File: src/rtl/bus_arbiter.sv
// Two-master (M0 fixed priority, M1 starvation-guarded) to one-slave single-beat arbiter.
// Latency: grant in IDLE at T, write ack at T+1, read ack at T+1+RD_LAT; one transaction per two cycles max.
// Backpressure: one transaction outstanding; masters hold req until gnt, are ignored from gnt until their ack.
module bus_arbiter #(
    parameter int ADDR_W    = 32,
    parameter int DATA_W    = 32,
    parameter int RD_LAT    = 0,
    parameter int MAX_BURST = 4
) (
    input  logic              clk_i,
    input  logic              rstn_i,
    input  logic              m0_req_i,
    input  logic              m0_we_i,
    input  logic [ADDR_W-1:0] m0_addr_i,
    input  logic [DATA_W-1:0] m0_wdata_i,
    output logic              m0_gnt_o,
    output logic              m0_ack_o,
    output logic [DATA_W-1:0] m0_rdata_o,
    input  logic              m1_req_i,
    input  logic              m1_we_i,
    input  logic [ADDR_W-1:0] m1_addr_i,
    input  logic [DATA_W-1:0] m1_wdata_i,
    output logic              m1_gnt_o,
    output logic              m1_ack_o,
    output logic [DATA_W-1:0] m1_rdata_o,
    output logic [ADDR_W-1:0] s_addr_o,
    output logic              s_we_o,
    output logic [DATA_W-1:0] s_wdata_o,
    input  logic [DATA_W-1:0] s_rdata_i,
    output logic              owner_o,
    output logic              busy_o
);

    typedef enum logic [1:0] {
        ST_IDLE  = 2'd0,
        ST_ISSUE = 2'd1,
        ST_WAIT  = 2'd2
    } state_t;

    // Value loaded into the latency counter on leaving ISSUE; unused when RD_LAT is 0.
    localparam logic [2:0] LAT_LOAD  = (RD_LAT > 0) ? 3'(RD_LAT - 1) : 3'd0;
    localparam logic [3:0] BURST_MAX = 4'(MAX_BURST);

    state_t            state_q,  state_d;
    logic [ADDR_W-1:0] s_addr_q,  s_addr_d;
    logic              s_we_q,    s_we_d;
    logic [DATA_W-1:0] s_wdata_q, s_wdata_d;
    logic              owner_q,   owner_d;
    logic [3:0]        burst_q,   burst_d;
    logic [2:0]        lat_q,     lat_d;

    logic sel_m1;
    logic grant;
    logic ack;
    logic rd_ack;

    // Winner selection and grant: only in IDLE, and never while reset is asserted,
    // since a request may already be pending when reset lands.
    always_comb begin
        sel_m1 = m1_req_i & (~m0_req_i | (burst_q == BURST_MAX));
        grant  = rstn_i & (state_q == ST_IDLE) & (m0_req_i | m1_req_i);
    end

    // Completion decode: s_we_q is only ever 1 in ISSUE, so it also identifies writes there;
    // WAIT is only reachable by reads.
    always_comb begin
        ack    = ((state_q == ST_ISSUE) && (s_we_q || (RD_LAT == 0))) ||
                 ((state_q == ST_WAIT) && (lat_q == 3'd0));
        rd_ack = ack & ~s_we_q;
    end

    // Master-facing outputs: only the owner sees ack/rdata, the other side reads zero.
    always_comb begin
        m0_gnt_o   = grant & ~sel_m1;
        m1_gnt_o   = grant &  sel_m1;
        m0_ack_o   = ack & ~owner_q;
        m1_ack_o   = ack &  owner_q;
        m0_rdata_o = (rd_ack && !owner_q) ? s_rdata_i : '0;
        m1_rdata_o = (rd_ack &&  owner_q) ? s_rdata_i : '0;
        s_addr_o   = s_addr_q;
        s_we_o     = s_we_q;
        s_wdata_o  = s_wdata_q;
        owner_o    = owner_q;
        busy_o     = (state_q != ST_IDLE);
    end

    // Next-state logic for the FSM, slave registers, burst guard and latency counter.
    always_comb begin
        state_d   = state_q;
        s_addr_d  = s_addr_q;
        s_we_d    = 1'b0;
        s_wdata_d = s_wdata_q;
        owner_d   = owner_q;
        burst_d   = burst_q;
        lat_d     = lat_q;

        unique case (state_q)
            ST_IDLE: begin
                // Starvation guard bookkeeping only moves in IDLE.
                if (!m1_req_i) begin
                    burst_d = 4'd0;
                end
                if (grant) begin
                    state_d = ST_ISSUE;
                    owner_d = sel_m1;
                    if (sel_m1) begin
                        s_addr_d  = m1_addr_i;
                        s_we_d    = m1_we_i;
                        s_wdata_d = m1_wdata_i;
                        burst_d   = 4'd0;
                    end else begin
                        s_addr_d  = m0_addr_i;
                        s_we_d    = m0_we_i;
                        s_wdata_d = m0_wdata_i;
                        if (m1_req_i && (burst_q != BURST_MAX)) begin
                            burst_d = burst_q + 4'd1;
                        end
                    end
                end
            end
            ST_ISSUE: begin
                if (s_we_q || (RD_LAT == 0)) begin
                    state_d = ST_IDLE;
                end else begin
                    state_d = ST_WAIT;
                    lat_d   = LAT_LOAD;
                end
            end
            ST_WAIT: begin
                if (lat_q == 3'd0) begin
                    state_d = ST_IDLE;
                end else begin
                    lat_d = lat_q - 3'd1;
                end
            end
            default: begin
                state_d = ST_IDLE;
            end
        endcase
    end

    // State registers; reset abandons any in-flight transaction without an ack.
    always_ff @(posedge clk_i or negedge rstn_i) begin
        if (!rstn_i) begin
            state_q   <= ST_IDLE;
            s_addr_q  <= '0;
            s_we_q    <= 1'b0;
            s_wdata_q <= '0;
            owner_q   <= 1'b0;
            burst_q   <= 4'd0;
            lat_q     <= 3'd0;
        end else begin
            state_q   <= state_d;
            s_addr_q  <= s_addr_d;
            s_we_q    <= s_we_d;
            s_wdata_q <= s_wdata_d;
            owner_q   <= owner_d;
            burst_q   <= burst_d;
            lat_q     <= lat_d;
        end
    end

endmodule

File: config.mk
export PLATFORM = sky130hd
export DESIGN_NAME = bus_arbiter
export DESIGN_NICKNAME = d
export VERILOG_FILES = /design/src/rtl/bus_arbiter.sv
export SDC_FILE = /design/constraint.sdc
export NUM_CORES = 1
export LEC_CHECK = 0
export CAP_MARGIN = 10
export CELL_PAD_IN_SITES_DETAIL_PLACEMENT = 1
export CELL_PAD_IN_SITES_GLOBAL_PLACEMENT = 1
export CORE_MARGIN = 2
export CORE_UTILIZATION = 24
export CTS_BUF_LIST = sky130_fd_sc_hd__clkbuf_16
export CTS_CLUSTER_SIZE = 30
export DETAILED_ROUTE_END_ITERATION = 7
export PLACE_DENSITY_LB_ADDON = 0.05
export RECOVER_POWER = 100
export SLEW_MARGIN = 10
export SYNTH_ARGS = -nofsm -noshare
export SYNTH_HDL_FRONTEND = slang
export SYNTH_SLANG_ARGS = --single-unit
export TNS_END_PERCENT = 50
File: constraint.sdc
create_clock -name clk_i -period 1.9 [get_ports clk_i]
set_clock_uncertainty 0.15 [all_clocks]
set_input_delay 0.285 -clock clk_i [delete_from_list [all_inputs] [get_ports clk_i]]
set_output_delay 0.285 -clock clk_i [all_outputs]
set_load 0.05 [all_outputs]
Word-level counts from Yosys, hierarchy flattened
Cells that the tools add are included.

storage, ports and cells
  bits in registers = 75
  bits of input ports = 166
  output and inout bits = 135
  word-level logic and storage cells = 56

operators by class
  add/subtract/negate cells = 2
  equality and inequality tests = 6
  mux-type cells = 14
  bitwise gates (word level) = 15
  reductions and logical operators = 12

operator list
  cell                                                    number
  2-to-1 mux 32 bit                                       4
  2-to-1 mux 4 bit                                        4
  bitwise AND 1 bit                                       8
  AND reduction 2 bit                                     3
  inverter 1 bit                                          5
  adder 4 x 1 -> 4 bit (second input constant)            1
  == test 4 x 3 -> 1 bit (second input constant)          1
  logical AND 1 bit                                       4
  2-to-1 mux 2 bit                                        2
  inequality test 4 x 3 -> 1 bit (second input constant)  1
  case mux 2 bit (2 select lines)                         1
  zero test 3 bit                                         1
  2-to-1 mux 1 bit                                        3
  subtractor 3 x 1 -> 3 bit (second input constant)       1
  == test 2 x 1 -> 1 bit (second input constant)          1
  == test 2 bit (second input constant)                   1
  zero test 2 bit                                         1
  inequality test 2 x 1 -> 1 bit (second input constant)  1
  inequality test 2 bit (second input constant)           1
  bitwise OR 1 bit                                        2
  nonzero test 2 bit                                      1
  zero test 1 bit                                         1
  logical OR 1 bit                                        1

Longest topological paths before layout
Gate-level depths: netlist of run 1.

  depth in word-level cells = 6
  depth in mapped cells = 7
  depth with buffers taken out = 5

Least setup slack after synthesis of run 1
Ideal clock, no wire load.

  path type = flip-flop to output port
  start = reg burst_q[0]
  end = out m1_gnt_o
  arrival time = 1.819 ns
  required time = 1.465 ns
  setup slack = -0.354 ns
  cell stages (with the launch flop) = 8
  path buffers = 2
  path through = dfrtp_1 inv_1 ha_1 and3b_1 o21ai_2 buf_6 buf_6 nor2_1

on the way
  longest elaborated chain between the ends = 4

RTL lines
  item                    line  text
  from (decl)             49    logic [3:0] burst_q, burst_d;
  from (signal assigned)  158   burst_q <= burst_d;
  == test 4 x 3 -> 1 bit  60    sel_m1 = m1_req_i & (~m0_req_i | (burst_q == BURST_MAX));
  bitwise OR 1 bit        60
  bitwise AND 1 bit       60
  bitwise AND 1 bit       75    m1_gnt_o = grant & sel_m1;
  to (decl)               23    output logic m1_gnt_o,

No other way between the ends.

Worst setup path after layout of run 1
  start = reg s_we_q, in the netlist s_we_o
  end = out m0_rdata_o[7]

on the way
  longest elaborated chain between the ends = 4

RTL lines
  item                    line  text
  from (decl)             46    logic s_we_q, s_we_d;
  from (signal assigned)  155   s_we_q <= s_we_d;
  inverter 1 bit          69    rd_ack = ack & ~s_we_q;
  bitwise AND 1 bit       69
  logical AND 1 bit       78    m0_rdata_o = (rd_ack && !owner_q) ? s_rdata_i : '0;
  2-to-1 mux 32 bit       78
  to (decl)               18    output logic [DATA_W-1:0] m0_rdata_o,

No other way between the ends.

==> results of run 1 <==
-- state kept, by name, indices dropped and copies added, names as in the netlist --
| signal | flops |
|---|---|
| s_wdata_o | 32 |
| s_addr_o | 32 |
| burst_q | 4 |
| owner_o | 1 |
| s_we_o | 1 |
| state_q | 1 |
-- worst max-delay path, stage by stage (launching register included) --
cell and delay [ns]:
dfrtp_1 0.42, nor3b_4 0.21, buf_6 0.16, clkbuf_16 0.16
and2_4 0.16, buf_12 0.13
-- metal layers --
layer  vias up  global-route usage [%]  share of wire (%)
met5         -                       0                  0
li1       2290                       -                  -
met2       183                    38.3                 52
met1      2447                    25.7                 40
met3        21                    6.06                6.7
met4         0                    6.37                1.8
-- cells by family after synthesis --
family | synth area share, %
DFF | 43.0
and+or+nand+nor | 24.3
AOI/OAI and AO/OA | 24.9
muxes | 0.242
adders and majority gates | 0.606
buffers and inverters | 6.97
-- final timing paths --
path                                          from                        to  slack, ns  cells after the start
setup / recovery                  s_we_o$_DFF_PN0_             m0_rdata_o[7]      -0.10                      5
hold / removal                              rstn_i          s_we_o$_DFF_PN0_       0.33                      3
setup reg to reg            state_q[0]$_DFFE_PN0P_  s_wdata_o[6]$_DFFE_PN0P_       0.03                      4
hold reg to reg            s_addr_o[6]$_DFFE_PN0P_   s_addr_o[6]$_DFFE_PN0P_       0.37                      2
max in group asynchronous                   rstn_i       owner_o$_DFFE_PN0P_       0.38                      3
min in group asynchronous                   rstn_i  s_addr_o[12]$_DFFE_PN0P_       0.34                      3
-- metrics by stage --
| step | util [%] | power, mW | hold WS [ns] |
|---|---|---|---|
| CTS | 50.7 | 6.72 | 0.202 |
| global placement | 48.1 | 4.91 | -0.0525 |
| floorplan | - | 3.58 | -0.161 |
| finish | 49.8 | 6.47 | 0.331 |
| detailed placement | 48.1 | 4.97 | -0.0482 |
| global route | 49.8 | 6.76 | 0.367 |
-- placed cells by master (no fill, tap or decap), types with 10 or more instances in the layout --
master,count
and2_2,13
and2_4,51
buf_12,73
buf_4,21
clkbuf_1,65
clkbuf_16,10
clkdlybuf4s50_1,164
dfrtp_1,69
nand2_1,128
o21ai_0,59
o221ai_1,53
o221ai_2,11
-- power groups by stage --
stage / clock network [mW] / logic, mW / registers, mW
after floorplan: 0 / 0.826 / 2.75
after global routing: 1.77 / 3.06 / 1.93
after CTS: 1.70 / 3.11 / 1.91
after detailed placement: 0 / 3.03 / 1.93
final: 1.66 / 2.90 / 1.91
after global placement: 0 / 2.98 / 1.92
-- area by class of cell --
type	count	area, um^2
Fill cell	1876	8390
Timing Repair Buffer	339	3680
Multi-Input combinational cell	355	2270
Sequential cell	71	1780
Tap cell	220	275
Clock buffer	9	225
Clock inverter	7	63.8
Inverter	5	18.8
-- timing repair --
item / 4_1_cts / 5_1_grt
setup endpoints to repair: 66 / 102
gates resized for setup: 33 / 34
setup buffers: 6 / 4
gates cloned: 1 / 1
hold endpoints to repair: 71 / 1
pin swaps: 9 / 18
hold buffers: 2 / 1
==> summary.md, run 1 <==
| Metric | Value |
|---|---|
| Status | finished, violations left |
| Layout cell share with drive strength beyond 1 | 26.8% |
| Post-synth top cells | nand2_1, dfrtp_1, and2_1 |
| Initial antenna violation count | 0 |
| Placer congestion estimate | 0.761 |
| Post-Syn Nets | 647 |
| P_leak | 3.33 nW |
| Max-cap viol count | 0 |
| Top FF cell, synth | dfrtp_1 |
| Post-Synthesis Cell Area | 4130 um^2 |
| HPWL Detailed | 15000 um |
| Synth top area share | 43.0% |
| Crit path kind | reg2out |
| Die X | 135 um |
| DRC viols | 0 |
| Synth Instances | 479 |
| Failing checks | setup timing |
| Number of synthesized flops with an enable pin | 0 |
| I/O pin cnt | 301 |
| Clock root cell | clkbuf_16 |
| Peak VDD IR | 0.483 mV |
| Peak Freq | 0.499 GHz |
| FFs w/ async S/R, synth | 100% |
| Routed WL | 20200 um |
| Critical Path RT | 1.46 ns |
| CTS tree | done |
| Vias in the first global route | 5202 |
| Setup crit end kind | primary output |
| Largest net degree at the start of global routing | 76 |
| Max Buffers Root-to-Sink | 2 |
| Cell with the most instances after synthesis | nand2_1 |
| Non-Filler Cell Area, Final | 8310 um^2 |
| Final ANT Viol Nets | 0 |
| Area Overhead vs Synth | 101% |
| Grt ovf | 0 |
| Sink Count | 71 |
| Combinational share of power | 44.8% |
| Rows | 47 |
| Max Slew Vio Count | 0 |
| Buffers on Ports | 300 |
| Clock share of power | 25.7% |
| Final period utilization | 105% |
| Yosys warns | 0 |
| GRT Resource Usage Total | 21.7% |
| Sw frac | 41.2% |
| Initial core utilization | 24.7% |
| Global-route wire length before repair | 30600 um |
| Yosys reg bits | 71 |
| Final Hold Violating Endpoints | 0 |
| Total vias in the final route | 4941 |
| Count of cell types in the netlist | 31 |
| Vias/cell | 4.91 |
| Worst setup SP type | flip-flop |
| Core box area | 16700 um^2 |
| DR pass1 iterations | 4 |
| Slew margin rel. | 43.7% |
| P per Cell Area | 778 nW/um^2 |
| Measured slew at the worst slew-check pin | 0.844 ns |
| Nets@finish | 949 |
| 1st-iter DRT viols | 237 |
| Num CTS Buffers | 9 |
| Register area share after synthesis | 43.0% |
| Pre-CTS setup slack | 0.0192 ns |
| Vert. Die Dim | 135 um |
| H-tree depth | 3 |
| Worst Path Max Fanout | 8 |
| Clock-pin slew on the worst setup and hold paths | 0.05 ns |
| Worst hold path class | in2reg |
| Setup violators final | 65 |
| Routed len/inst | 20.1 um |
| Die ar. | 18300 um^2 |
| Antenna Diode Count | 0 |
| Sequential share of power | 29.5% |
| CP Data Arrival Time | 1.57 ns |
| Clock latency on the worst-skew pair | 0.33 ns |
| Top post-synthesis cells by area | dfrtp_1, nand2_1, o221ai_1 |
| Setup slack after layout | -0.104 ns |
| Cells after DPL | 975 |
| NetSw | 2.66 mW |
| Syn avg cell area | 8.63 um^2 |
| Setup TNS | -5.04 ns |
| Area leader, netlist | dfrtp_1 |
| Int Power | 3.81 mW |
| RSZ-0062 raised after global routing | yes |
| Minimum clock period | 2.00 ns |
| DP Area | 8030 um^2 |
| Layout Cells excl Fill | 1006 |
Power figures use the tool's default switching activity.
==> run 2: changes to the inputs <==
- CORE_AREA: unset -> 2 2 117 119
- CORE_MARGIN: 2 -> unset
- CORE_UTILIZATION: 24 -> unset
- DIE_AREA: unset -> 0 0 119 121
- DONT_BUFFER_PORTS: unset -> 1
- clock period: 1.9 -> 2.1 ns (I/O delays scaled with it)
==> run 2 against run 1 <==
The flow finishes with violations (hold timing); non-clock buffer count decreased by 243; global-route usage increased by 1.5 points; first-iteration DRC count decreased by 17%; sequential share of layout area increased by 7.9 points; sequential power increased by 32%; core utilization decreased by 3.4 points; total power decreased by 17%; via count decreased by 19%; clock-buffer cell count unchanged; hold slack got worse by 0.81 ns; critical path type unchanged; largest cell class is now multi-input gates; largest power group is now sequential cells.
==> summary.md, run 2 (synthesized netlist as in run 1, its figures left out) <==
| Metric | Value |
|---|---|
| Peak VDD IR | 0.416 mV (was 0.483 mV) |
| Total vias in the final route | 3996 (was 4941) |
| Max Buffers Root-to-Sink | 2 (unchanged) |
| Grt ovf | 0 (unchanged) |
| Final period utilization | 97.3% |
| GRT Resource Usage Total | 23.2% (was 21.7%) |
| Worst Path Max Fanout | 22 (was 8) |
| Peak Freq | 0.489 GHz |
| CP Data Arrival Time | 1.58 ns (was 1.57 ns) |
| Setup crit end kind | primary output (unchanged) |
| Rows | 42 (was 47) |
| Minimum clock period | 2.04 ns |
| Die ar. | 14400 um^2 (was 18300 um^2) |
| Buffers on Ports | 0 (was 300) |
| Post-CTS Hold Fix Bufs | 4 (was 2) |
| I/O pin cnt | 301 (unchanged) |
| Final ANT Viol Nets | 0 (unchanged) |
| Area Overhead vs Synth | 46.8% (was 101%) |
| NetSw | 2.24 mW (was 2.66 mW) |
| WP buf/inv | 2 (was 3) |
| Nets@finish | 706 (was 949) |
| Clock-pin slew on the worst setup and hold paths | 0.06 ns (was 0.05 ns) |
| Layout cell share with drive strength beyond 1 | 24.3% (was 26.8%) |
| Routed len/inst | 23.3 um (was 20.1 um) |
| RSZ-0062 raised after global routing | yes (unchanged) |
| Failing checks | hold timing (was setup timing) |
| Pre-CTS setup slack | 0.171 ns (was 0.0192 ns) |
| Core box area | 13100 um^2 (was 16700 um^2) |
| Measured slew at the worst slew-check pin | 0.666 ns (was 0.844 ns) |
| CTS tree | done (unchanged) |
| Initial antenna violation count | 0 (unchanged) |
| Routed WL | 16700 um (was 20200 um) |
| DP Area | 5620 um^2 (was 8030 um^2) |
| P_leak | 2.44 nW (was 3.33 nW) |
| Power Total | 5.36 mW (was 6.47 mW) |
| Most frequent cells in the layout | nand2_1, dfrtp_1, buf_12 (was clkdlybuf4s50_1, nand2_1, buf_12) |
| Global-route wire length before repair | 25900 um (was 30600 um) |
| H-tree depth | 3 (unchanged) |
| Area of the multi-input gates | 2130 um^2 (was 2270 um^2) |
| Vert. Die Dim | 121 um (was 135 um) |
| Vias/cell | 5.56 (was 4.91) |
| Sequential share of power | 47.2% (was 29.5%) |
| Fill cells | 1434 (was 1876) |
| Critical Path RT | 1.63 ns (was 1.46 ns) |
| Commonest non-fill, non-tap cell in the layout | nand2_1 (was clkdlybuf4s50_1) |
| Crit path cell chain | nor3b_4 -> buf_6 -> and2_1 -> buf_12 (was nor3b_4 -> buf_6 -> clkbuf_16 -> and2_4 -> buf_12) |
| HPWL Detailed | 12500 um (was 15000 um) |
| Max Slew Vio Count | 0 (unchanged) |
| Setup violators final | 0 (was 65) |
| Clock latency on the worst-skew pair | 0.33 ns (about the same) |
| DR pass1 iterations | 4 (unchanged) |
| Status | finished, violations left (unchanged) |
| Setup slack after layout | 0.0559 ns (was -0.104 ns) |
| Num CTS Buffers | 9 (unchanged) |
| P per Cell Area | 884 nW/um^2 (was 778 nW/um^2) |
| Clock share of power | 30.5% (was 25.7%) |
| Max stage delay cell, worst path | dfrtp_2 (was dfrtp_1) |
| Slew margin rel. | 55.8% (was 43.7%) |
| Hold_ws | -0.479 ns (was 0.331 ns) |
| CP top delay family | flip-flops (was buffers and inverters) |
| Final Hold Violating Endpoints | 71 (was 0) |
| Combinational share of power | 22.3% (was 44.8%) |
| Int Power | 3.12 mW (was 3.81 mW) |
| Largest net degree at the start of global routing | 76 (unchanged) |
| Sw frac | 41.8% (was 41.2%) |
| Crit path kind | reg2out (unchanged) |
| Vias in the first global route | 4183 (was 5202) |
| Clock root cell | clkbuf_16 (unchanged) |
| Max-cap viol count | 0 (unchanged) |
| Non-Filler Cell Area, Final | 6060 um^2 (was 8310 um^2) |
| Initial core utilization | 31.6% (was 24.7%) |
| Worst hold path class | in2async (was in2reg) |
| 1st-iter DRT viols | 197 (was 237) |
| Antenna Diode Count | 0 (unchanged) |
| Die X | 119 um (was 135 um) |
| Storage element area | 1780 um^2 (unchanged) |
| Worst setup SP type | flip-flop (unchanged) |
| Slowest stage delay, CP | 0.45 ns (was 0.42 ns) |
| DRC viols | 0 (unchanged) |
| Placer congestion estimate | 0.747 (was 0.761) |
| Sink Count | 71 (unchanged) |
-- run 2: cell types whose count changed in the layout (fill, tap and decap cells not counted), sizes merged --
cell,before,now
clkdlybuf4s50,164,0
clkbuf,81,10
buf,100,91
dlygate4sd3,2,4
bufinv,1,2
clkdlybuf4s25,1,0
clkinvlp,1,0
-- run 2: path summary, 6_finish.rpt --
kind	depth (start not counted)	slack (ns)	end	startpoint
min reg2reg	1	0.39	burst_q[2]$_DFFE_PN0N_	burst_q[2]$_DFFE_PN0N_
min	0	-0.48	s_addr_o[0]$_DFFE_PN0P_	rstn_i
max in group asynchronous	0	2.13	owner_o$_DFFE_PN0P_	rstn_i
max	4	0.06	m0_rdata_o[2]	state_q[0]$_DFFE_PN0P_
min in group clk_i	2	0.02	s_wdata_o[8]$_DFFE_PN0P_	m0_wdata_i[8]
max reg2reg	6	0.19	s_we_o$_DFF_PN0_	burst_q[1]$_DFFE_PN0N_
-- run 2: power by group through the flow --
stage	logic (mW)	clock network, mW	registers (mW)
floorplan	0.732	0	2.49
global placement	1.14	0	2.55
detailed placement	1.18	0	2.55
global route	1.29	1.74	2.55
CTS	1.20	1.68	2.53
finish	1.19	1.64	2.53
-- run 2: metal layers --
| metal | wire, um | up-vias | global-route usage [%] |
|---|---|---|---|
| met5 | 0 | - | 0 |
| met4 | 265 | 0 | 5.36 |
| met3 | 1420 | 15 | 8.55 |
| met2 | 8500 | 177 | 39.0 |
| met1 | 6550 | 1996 | 28.3 |
| li1 | - | 1808 | - |
-- run 2: layout make-up --
| cell class | count | area share [%] |
|---|---|---|
| multi-input cells | 355 | 35.1 |
| inverters | 5 | 0.309 |
| repair buffers | 96 | 26.4 |
| well taps | 176 | 3.63 |
| flip-flops and latches | 71 | 29.3 |
| clock buffers | 9 | 3.71 |
| clock inverters | 7 | 1.49 |
-- run 2: repair_timing --
action | 4_1_cts | 5_1_grt
endpoints found under the setup margin | 56 | 69
endpoints found under the hold margin | 72 | 71
pin swaps | 2 | 1
setup buffers | 5 | 0
gates resized for setup | 6 | 9
-- run 2: metrics by stage --
step | instances | setup TNS (ns) | util (%)
2_1_floorplan | 479 | 0 | -
3_3_place_gp | 694 | 0 | 42.9
3_5_place_dp | 694 | 0 | 42.9
4_1_cts | 719 | 0 | 46.1
5_1_grt | 719 | -0.602 | 46.3
6_report | 719 | 0 | 46.3
